### src/rtl/uart_rx_fifo_if.sv
// Receive FIFO bus: producer strobe from uart_rx, consumer valid/ready, status and overflow control.
// The slave modport is the FIFO side; the master modport is the receiver/consumer side.
interface uart_rx_fifo_if #(
    parameter int unsigned DEPTH = 16
);
    localparam int unsigned AW = $clog2(DEPTH);

    logic [7:0]  rx_data;
    logic        rx_valid;
    logic        rx_frame_err;
    logic [7:0]  rd_data;
    logic        rd_err;
    logic        rd_valid;
    logic        rd_ready;
    logic [AW:0] level;
    logic        almost_full;
    logic        overflow;
    logic        ovf_clr;
    logic [7:0]  drop_count;

    modport master (
        output rx_data, rx_valid, rx_frame_err, rd_ready, ovf_clr,
        input  rd_data, rd_err, rd_valid, level, almost_full, overflow, drop_count
    );

    modport slave (
        input  rx_data, rx_valid, rx_frame_err, rd_ready, ovf_clr,
        output rd_data, rd_err, rd_valid, level, almost_full, overflow, drop_count
    );
endinterface

### src/rtl/uart_rx_fifo.sv
// First-word-fall-through byte FIFO behind uart_rx: stores {frame_err, data}, reports
// occupancy, and keeps a sticky overflow flag plus a saturating count of bytes lost to a full FIFO.
module uart_rx_fifo #(
    parameter int unsigned DEPTH       = 16,
    parameter int unsigned ALMOST_FULL = 12,
    parameter bit          DROP_ERR    = 1'b0
) (
    input logic           rx_clk,
    input logic           rst_n,
    uart_rx_fifo_if.slave bus
);
    localparam int unsigned AW      = $clog2(DEPTH);
    localparam logic [AW:0] LvlFull = (AW+1)'(DEPTH);
    localparam logic [AW:0] LvlAf   = (AW+1)'(ALMOST_FULL);

    logic [8:0]    mem_q [DEPTH];
    logic [AW-1:0] wr_ptr_q, rd_ptr_q;
    logic [AW:0]   level_q, level_d;
    logic          overflow_q, overflow_d;
    logic [7:0]    drop_cnt_q, drop_cnt_d;
    logic          full, pop, want, push, drop;

    always_comb begin
        full = (level_q == LvlFull);
        pop  = (level_q != '0) && bus.rd_ready;
        want = bus.rx_valid && !(DROP_ERR && bus.rx_frame_err);
        // A full FIFO still accepts a byte when the head leaves on the same edge.
        push = want && (!full || pop);
        drop = want && full && !pop;
    end

    always_comb begin
        level_d = level_q;
        unique case ({push, pop})
            2'b10:   level_d = level_q + (AW+1)'(1);
            2'b01:   level_d = level_q - (AW+1)'(1);
            default: level_d = level_q;
        endcase
    end

    always_comb begin
        overflow_d = overflow_q;
        drop_cnt_d = drop_cnt_q;
        if (drop) begin
            overflow_d = 1'b1;
            // A clear coinciding with a drop still records that drop.
            if (bus.ovf_clr) begin
                drop_cnt_d = 8'd1;
            end else if (drop_cnt_q != 8'hFF) begin
                drop_cnt_d = drop_cnt_q + 8'd1;
            end
        end else if (bus.ovf_clr) begin
            overflow_d = 1'b0;
            drop_cnt_d = 8'd0;
        end
    end

    always_ff @(posedge rx_clk or negedge rst_n) begin
        if (!rst_n) begin
            wr_ptr_q   <= '0;
            rd_ptr_q   <= '0;
            level_q    <= '0;
            overflow_q <= 1'b0;
            drop_cnt_q <= 8'd0;
        end else begin
            if (push) begin
                wr_ptr_q <= wr_ptr_q + AW'(1);
            end
            if (pop) begin
                rd_ptr_q <= rd_ptr_q + AW'(1);
            end
            level_q    <= level_d;
            overflow_q <= overflow_d;
            drop_cnt_q <= drop_cnt_d;
        end
    end

    // Storage carries no reset; the pointers alone define what is valid.
    always_ff @(posedge rx_clk) begin
        if (push) begin
            mem_q[wr_ptr_q] <= {bus.rx_frame_err, bus.rx_data};
        end
    end

    assign bus.rd_data     = mem_q[rd_ptr_q][7:0];
    assign bus.rd_err      = mem_q[rd_ptr_q][8];
    assign bus.rd_valid    = (level_q != '0);
    assign bus.level       = level_q;
    assign bus.almost_full = (level_q >= LvlAf);
    assign bus.overflow    = overflow_q;
    assign bus.drop_count  = drop_cnt_q;
endmodule

### src/flat_wrapper.sv
// flat-port wrapper written by rule: the top's interface ports become plain ports
module uart_rx_fifo_flat 
#(
    parameter int unsigned DEPTH       = 16,
    parameter int unsigned ALMOST_FULL = 12,
    parameter bit          DROP_ERR    = 1'b0
)
  (rx_clk, rst_n, bus_rx_data, bus_rx_valid, bus_rx_frame_err, bus_rd_ready, bus_ovf_clr, bus_rd_data, bus_rd_err, bus_rd_valid, bus_level, bus_almost_full, bus_overflow, bus_drop_count);
  uart_rx_fifo_if #(.DEPTH(DEPTH)) bus_i ();
  input logic rx_clk;
  input logic rst_n;
  input wire logic [$bits(bus_i.rx_data)-1:0] bus_rx_data;
  input wire logic [$bits(bus_i.rx_valid)-1:0] bus_rx_valid;
  input wire logic [$bits(bus_i.rx_frame_err)-1:0] bus_rx_frame_err;
  input wire logic [$bits(bus_i.rd_ready)-1:0] bus_rd_ready;
  input wire logic [$bits(bus_i.ovf_clr)-1:0] bus_ovf_clr;
  output wire logic [$bits(bus_i.rd_data)-1:0] bus_rd_data;
  output wire logic [$bits(bus_i.rd_err)-1:0] bus_rd_err;
  output wire logic [$bits(bus_i.rd_valid)-1:0] bus_rd_valid;
  output wire logic [$bits(bus_i.level)-1:0] bus_level;
  output wire logic [$bits(bus_i.almost_full)-1:0] bus_almost_full;
  output wire logic [$bits(bus_i.overflow)-1:0] bus_overflow;
  output wire logic [$bits(bus_i.drop_count)-1:0] bus_drop_count;
  assign bus_i.rx_data = bus_rx_data;
  assign bus_i.rx_valid = bus_rx_valid;
  assign bus_i.rx_frame_err = bus_rx_frame_err;
  assign bus_i.rd_ready = bus_rd_ready;
  assign bus_i.ovf_clr = bus_ovf_clr;
  assign bus_rd_data = bus_i.rd_data;
  assign bus_rd_err = bus_i.rd_err;
  assign bus_rd_valid = bus_i.rd_valid;
  assign bus_level = bus_i.level;
  assign bus_almost_full = bus_i.almost_full;
  assign bus_overflow = bus_i.overflow;
  assign bus_drop_count = bus_i.drop_count;
  uart_rx_fifo #(.DEPTH(DEPTH), .ALMOST_FULL(ALMOST_FULL), .DROP_ERR(DROP_ERR)) u_core (.rx_clk(rx_clk), .rst_n(rst_n), .bus(bus_i));
endmodule
### config.mk
export PLATFORM = sky130hd
export DESIGN_NAME = uart_rx_fifo_flat
export DESIGN_NICKNAME = d
export VERILOG_FILES = /design/src/rtl/uart_rx_fifo_if.sv /design/src/rtl/uart_rx_fifo.sv /design/src/flat_wrapper.sv
export SDC_FILE = /design/constraint.sdc
export NUM_CORES = 1
export LEC_CHECK = 0
export CAP_MARGIN = 20
export CORE_ASPECT_RATIO = 0.8
export CORE_UTILIZATION = 60
export CTS_CLUSTER_DIAMETER = 120
export DETAILED_ROUTE_END_ITERATION = 12
export GPL_ROUTABILITY_DRIVEN = 0
export PLACE_DENSITY = 0.91
export SYNTH_ARGS = -nofsm -noshare
export SYNTH_HDL_FRONTEND = slang
export SYNTH_SLANG_ARGS = --single-unit
### constraint.sdc
create_clock -name rx_clk -period 7.3 [get_ports rx_clk]
set_input_delay 1.825 -clock rx_clk [delete_from_list [all_inputs] [get_ports rx_clk]]
set_output_delay 1.825 -clock rx_clk [all_outputs]
set_load 0.005 [all_outputs]
==> results of run 1 <==
## worst register-to-register path, cell delays in order, from the launching register on
cell and delay (ns):
dfrtp_1 0.54, or4_4 0.69, o21ai_0 0.53, xnor2_1 0.15, ha_1 0.29, a2111oi_0 0.42
o211ai_1 0.14, a221oi_1 0.31, xnor2_1 0.15
## final cells by class
cell class | instances | area share (%)
flip-flops and latches | 166 | 60.5
multi-input cells | 164 | 22.4
repair buffers | 55 | 6.93
clock buffers | 18 | 5.33
clock inverters | 14 | 2.31
well taps | 144 | 2.24
inverters | 5 | 0.233
## per-layer routing
metal  share of wire [%]  vias to the layer above  track usage (%)
li1                    -                     1553                -
met1                  37                     1982             40.1
met2                  52                      278             49.1
met3                 8.9                       27             7.34
met4                 1.8                        0             12.3
met5                   0                        -                0
## state kept, by name, summed over array words and instances (netlist names)
signal and count:
u_core.wr_ptr_q 4, u_core.mem_q 144, u_core.bus.level 5, u_core.bus.drop_count 8, u_core.bus.overflow 1, u_core.rd_ptr_q 4
## cells in the mapped netlist (4+ instances only)
| master | count |
|---|---|
| clkbuf_1 | 11 |
| nand4_1 | 4 |
| ha_1 | 7 |
| a21oi_1 | 4 |
| o21ai_0 | 6 |
| nor2_1 | 20 |
| nor3_1 | 5 |
| mux2i_1 | 4 |
| buf_2 | 4 |
| mux4_2 | 45 |
| edfxtp_1 | 144 |
| nand2_1 | 16 |
| buf_1 | 4 |
| xnor2_1 | 8 |
| inv_1 | 4 |
| nor2b_1 | 4 |
| nand3_1 | 4 |
| dfrtp_1 | 22 |
## cells in the final DEF, fill, tap and decap left out, types with 3 or more instances in the layout
cell type | netlist | final
edfxtp_1 | 144 | 144
mux4_2 | 45 | 45
clkdlybuf4s50_1 | 0 | 38
dfrtp_1 | 22 | 21
nor2_1 | 20 | 20
clkbuf_16 | 0 | 17
nand2_1 | 16 | 16
xnor2_1 | 8 | 8
buf_6 | 2 | 8
buf_4 | 0 | 8
ha_1 | 7 | 7
o21ai_0 | 6 | 6
nor3_1 | 5 | 5
inv_6 | 0 | 5
nor2b_1 | 4 | 4
inv_1 | 4 | 4
nand3_1 | 4 | 4
nand4_1 | 4 | 4
a21oi_1 | 4 | 4
mux2i_1 | 4 | 4
nand2b_1 | 3 | 3
a211oi_1 | 3 | 3
o41ai_1 | 3 | 3
xor2_1 | 3 | 3
o211ai_1 | 3 | 3
bufinv_16 | 0 | 3
## cells by family (layout without fill, tap and decap cells)
| group | count (synthesis) | after routing | share of synthesized area [%] |
|---|---|---|---|
| flip-flops | 166 | 166 | 71.7 |
| buffers and inverters | 26 | 92 | 1.73 |
| adder cells (fa/ha/maj) | 7 | 7 | 1.29 |
| AND/OR/NAND/NOR | 67 | 67 | 4.97 |
| XOR/XNOR | 11 | 11 | 1.42 |
| multiplexers | 51 | 51 | 15.8 |
| AO/OA/AOI/OAI | 28 | 28 | 3.09 |
## power by group through the flow
stage | combinational [mW] | sequential, mW | clock, mW
finish | 0.867 | 1.31 | 0.938
global route | 0.925 | 1.32 | 0.976
floorplan | 0.614 | 1.21 | 0
detailed placement | 0.831 | 1.32 | 0
CTS | 0.856 | 1.31 | 0.939
global placement | 0.783 | 1.30 | 0
## path summary, 6_finish.rpt
kind                                     start                   to  cells past startpoint  slack, ns
max in group asynchronous                rst_n   u_core.wr_ptr_q[2]                      2       5.22
hold reg to reg            u_core.bus.overflow  u_core.bus.overflow                      2       0.52
setup reg to reg           u_core.bus.level[1]  u_core.bus.level[4]                      8       4.00
hold / removal             u_core.bus.overflow  u_core.bus.overflow                      2       0.52
min in group asynchronous                rst_n  u_core.bus.level[3]                      1       1.68
setup / recovery            u_core.rd_ptr_q[0]       bus_rd_data[1]                      4       2.19
## stage by stage
stage / hold WS [ns] / total power [mW] / worst slack, ns / instance area, µm²
floorplan: 0.517 / 1.82 / 3.54 / 6800
CTS: 0.531 / 3.10 / 2.13 / 7950
finish: 0.522 / 3.12 / 2.19 / 8060
global placement: 0.515 / 2.09 / 2.69 / 7310
global route: 0.576 / 3.23 / 1.99 / 8060
detailed placement: 0.522 / 2.15 / 2.63 / 7330
==> results.sh, run 1 <==
export IMPL_cts_root_buffer="clkbuf_16"
export IMPL_netlist_area_leader_share_pct=63.6
export IMPL_status="complete, no violations"
export IMPL_p_int_mw=2.18
export IMPL_peakVddDrop_v=0.000195
export IMPL_std_cell_rows=34
export IMPL_finalCritPeriodShare_pct=70.1
export IMPL_cts_buffers=17
export IMPL_initial_utilization_pct=62.2
export IMPL_synth_seq_area_share_pct=71.7
export IMPL_clock_sinks=166
export IMPL_routed_wl_mm=16.5
export IMPL_cpLargestDelayFamily="multiplexers"
export IMPL_setup_viol=0
export IMPL_overflow=0
export IMPL_synth_seq_cells=166
export IMPL_worstPathRequired_ns=5.48
export IMPL_first_global_vias=3932
export IMPL_max_cap_violations=0
export IMPL_io_pins=39
export IMPL_power_leakage_nw=2.69
export IMPL_clockBufferDepth=2
export IMPL_hold_violations=0
export IMPL_detail_route_first_pass_iterations=5
export IMPL_clk_insertion_delay_late_ns=0.42
export IMPL_ys_flop_type="edfxtp_1"
export IMPL_path_cells="buf_4 > mux4_2 > mux4_2 > clkdlybuf4s50_1"
export IMPL_yosysWarnings=0
export IMPL_synth_distinct_cells=44
export IMPL_fin_nets=430
export IMPL_vias=3840
export IMPL_max_stage_delay_ns=0.75
export IMPL_crit_path_end_kind="output port"
export IMPL_synthTopCellsByArea="edfxtp_1 64%, mux4_2 15%, dfrtp_1 8.1%"
export IMPL_finalNonFillerCells=566
export IMPL_core_mm2=0.0109
export IMPL_cts_setup_buffers=0
export IMPL_syn_area_mm2=0.00680
export IMPL_fill_cells=558
export IMPL_final_core_util_pct=73.7
export IMPL_powerDensity_mw_per_mm2=387
export IMPL_worstPathArrival_ns=3.29
export IMPL_h_tree_depth=4
export IMPL_rsz0062_at_grt="no"
export IMPL_wl_per_cell_um=29.1
export IMPL_dp_hpwl_mm=9.23
export IMPL_synth_edf_count=144
export IMPL_slew_headroom_pct=22.8
export IMPL_start_kind="flip-flop"
export IMPL_die_width_um=121
export IMPL_drive_above_1_share_pct=23.7
export IMPL_worstHoldPathType="reg2reg"
export IMPL_synth_cells=356
export IMPL_grt_max_degree=40
export IMPL_clock_fmax_mhz=196
export IMPL_skew_ns=0.00867
export IMPL_cts_tree="done"
export IMPL_dp_cells=525
export IMPL_grt_use_total_pct=30.4
export IMPL_area_growth_pct=18.5
export IMPL_crit_type="reg2out"
export IMPL_crit_slowest_cell="dfrtp_2"
export IMPL_async_reset_ff_share_pct=13.3
export IMPL_p_sw_mw=0.934
export IMPL_p_clk_share_pct=30.1
export IMPL_post_route_min_period_ns=5.11
export IMPL_dieArea_mm2=0.0118
export IMPL_multiInputGateArea_mm2=0.00181
export IMPL_viasPerCell=6.78
export IMPL_tightest_slew_ns=1.15
export IMPL_drc=0
export IMPL_holdBufCountCts=0
export IMPL_seqPwrFrac_pct=42.1
export IMPL_tns_ns=0
export IMPL_antenna_found_initial=0
export IMPL_diodes=0
export IMPL_cts_resized=0
export IMPL_path_max_fanout=22
export IMPL_postRouteAntennaNets=0
export IMPL_yosysTopAreaCell="edfxtp_1"
export IMPL_switching_share_pct=30.0
export IMPL_grt_pass1_wl_mm=24.5
export IMPL_regArea_mm2=0.00488
export IMPL_synth_nets=377
export IMPL_die_y_um=97.2
export IMPL_drt_iter0_drc=612
export IMPL_power_frac_comb_pct=27.8
export IMPL_synth_area_per_cell_um2=19.1
export IMPL_path_buf_inv=2
export IMPL_drv_slew=0
export IMPL_critPathMostFrequentCell="mux4_2"
export IMPL_io_buffers=38
export IMPL_clkSlewWorstSetupHoldPaths_ns=0.06
Note: power is estimated with default switching activity, not from simulation.
==> inputs of run 2 (changes only) <==
--- a/config.mk
+++ b/config.mk
@@ -7,11 +7,11 @@
 export LEC_CHECK = 0
 export CAP_MARGIN = 20
 export CORE_ASPECT_RATIO = 0.8
-export CORE_UTILIZATION = 60
+export CORE_UTILIZATION = 59
 export CTS_CLUSTER_DIAMETER = 120
 export DETAILED_ROUTE_END_ITERATION = 12
 export GPL_ROUTABILITY_DRIVEN = 0
-export PLACE_DENSITY = 0.91
+export PLACE_DENSITY = 0.9
 export SYNTH_ARGS = -nofsm -noshare
 export SYNTH_HDL_FRONTEND = slang
 export SYNTH_SLANG_ARGS = --single-unit
==> constraint.sdc (replaced) <==
create_clock -name rx_clk -period 4.9 [get_ports rx_clk]
set_input_delay 1.225 -clock rx_clk [delete_from_list [all_inputs] [get_ports rx_clk]]
set_output_delay 1.225 -clock rx_clk [all_outputs]
set_load 0.005 [all_outputs]
==> run 2 against run 1 <==
Critical path type unchanged. Clock skew hardly changed. Cell count is 0.18% lower. Flip-flop and latch count stayed put. Largest cell class unchanged.
==> results.sh, run 2 (synthesized netlist as in run 1, its figures left out) <==
export IMPL_cp_startpoint="u_core.rd_ptr_q[0]"
export IMPL_worstPathRequired_ns=3.67
export IMPL_cts_tree="done"
export IMPL_cts_resized=0
export IMPL_viasPerCell=6.38
export IMPL_std_cell_rows=34
export IMPL_finalNonFillerCells=565
export IMPL_holdBufCountCts=0
export IMPL_peakVddDrop_v=0.000260
export IMPL_crit_path_end_kind="output port"
export IMPL_worstHoldPathType="reg2reg"
export IMPL_area_growth_pct=17.9
export IMPL_overflow=0
export IMPL_die_width_um=122
export IMPL_p_sw_mw=1.33
export IMPL_tns_ns=0
export IMPL_tightest_slew_ns=1.09
export IMPL_power_leakage_nw=2.68
export IMPL_fin_ws_ns=0.808
export IMPL_max_cap_violations=0
export IMPL_finalCritPeriodShare_pct=83.5
export IMPL_drive_above_1_share_pct=23.5
export IMPL_wl_per_cell_um=24.3
export IMPL_place_ws_ns=0.979
export IMPL_drv_slew=0
export IMPL_clock_sinks=166
export IMPL_status="complete, no violations"
export IMPL_h_tree_depth=4
export IMPL_cts_root_buffer="clkbuf_16"
export IMPL_vias=3606
export IMPL_clockBufferDepth=2
export IMPL_largest_register_ffs=144
export IMPL_grt_use_total_pct=25.5
export IMPL_switching_share_pct=29.3
export IMPL_p_clk_share_pct=29.3
export IMPL_postRouteAntennaNets=0
export IMPL_slew_headroom_pct=26.7
export IMPL_setup_viol=0
export IMPL_path_max_fanout=29
export IMPL_initial_utilization_pct=61.5
export IMPL_io_buffers=38
export IMPL_hold_violations=0
export IMPL_cts_buffers=17
export IMPL_core_mm2=0.0111
export IMPL_clkSlewWorstSetupHoldPaths_ns=0.06
export IMPL_rsz0062_at_grt="no"
export IMPL_clk_insertion_delay_late_ns=0.42
export IMPL_min_delay_start="u_core.bus.overflow"
export IMPL_io_pins=39
export IMPL_p_int_mw=3.21
export IMPL_r2r_start="u_core.bus.level[1]"
export IMPL_post_route_min_period_ns=4.09
export IMPL_dieArea_mm2=0.0120
export IMPL_seqPwrFrac_pct=42.3
export IMPL_dp_hpwl_mm=8.42
export IMPL_cts_setup_buffers=0
export IMPL_die_y_um=98.0
export IMPL_clock_fmax_mhz=244
export IMPL_final_common_cell="edfxtp_1"
export IMPL_grt_max_degree=40
export IMPL_start_kind="flip-flop"
export IMPL_fin_nets=429
export IMPL_first_global_vias=3663
export IMPL_grt_pass1_wl_mm=21.0
export IMPL_worst_hold_slack_ns=0.559
export IMPL_skew_ns=0.00862
export IMPL_crit_type="reg2out"
export IMPL_diodes=0
export IMPL_worstPathArrival_ns=2.87
export IMPL_drt_iter0_drc=400
export IMPL_drc=0
export IMPL_max_flop_register="u_core.mem_q"
export IMPL_detail_route_first_pass_iterations=5
export IMPL_antenna_found_initial=0
export IMPL_power_frac_comb_pct=28.5
export IMPL_powerDensity_mw_per_mm2=566
export IMPL_routed_wl_mm=13.8
export IMPL_dp_cells=531
export IMPL_mostFrequentLayoutCells="144 x edfxtp_1, 45 x mux4_2, 38 x clkdlybuf4s50_1"
run 2: cell count changes in the layout (fill, tap and decap cells not counted), sizes merged:
cell	before	now
buf	17	16
bufinv	3	2
clkinv	4	7
inv	11	10
clkinvlp	1	0
run 2: cell type report:
type / instances / area (µm²)
Timing Repair Buffer: 54 / 537
Clock inverter: 14 / 166
Inverter: 5 / 18.8
Multi-Input combinational cell: 164 / 1810
Tap cell: 144 / 180
Clock buffer: 18 / 429
Sequential cell: 166 / 4880
Fill cell: 622 / 3050
run 2: metrics by stage:
| step | total power [mW] | area, µm² | utilization [%] |
|---|---|---|---|
| 6_report | 4.54 | 8020 | 72.5 |
| 5_1_grt | 4.72 | 8020 | 72.5 |
| 4_1_cts | 4.55 | 7980 | 72.1 |
| 3_5_place_dp | 3.21 | 7380 | 66.7 |
| 3_3_place_gp | 3.16 | 7380 | 66.7 |
| 2_1_floorplan | 2.71 | 6800 | - |
run 2: layer usage:
layer	GRT usage, %	up-vias	wire [µm]	share of wire [%]
li1	-	1553	-	-
met1	33.8	1868	5610	41
met2	41.5	169	6980	51
met3	7.01	16	988	7.2
met4	7.41	0	174	1.3
met5	0	-	0	0
run 2: final timing paths:
check | slack, ns | cells after the start | to
worst max register to register | 1.72 | 8 | u_core.bus.level[4]
worst min register to register | 0.56 | 2 | u_core.bus.overflow
worst max-delay path | 0.81 | 4 | bus_rd_data[4]
worst min-delay path | 0.56 | 2 | u_core.bus.overflow
min in group asynchronous | 1.03 | 1 | u_core.rd_ptr_q[2]
max in group asynchronous | 3.49 | 2 | u_core.rd_ptr_q[0]
run 2: power groups by stage:
stage | logic (mW) | clock network [mW] | registers [mW]
after floorplan | 0.914 | 0 | 1.80
after global placement | 1.23 | 0 | 1.92
after detailed placement | 1.27 | 0 | 1.94
after CTS | 1.29 | 1.34 | 1.92
after global routing | 1.37 | 1.40 | 1.94
final | 1.29 | 1.33 | 1.92
run 2: worst max-delay path, stage by stage (launching register included):
cell	delay [ns]
dfrtp_2	0.61
buf_12	0.29
mux4_2	0.55
mux4_2	0.51
clkdlybuf4s50_1	0.47
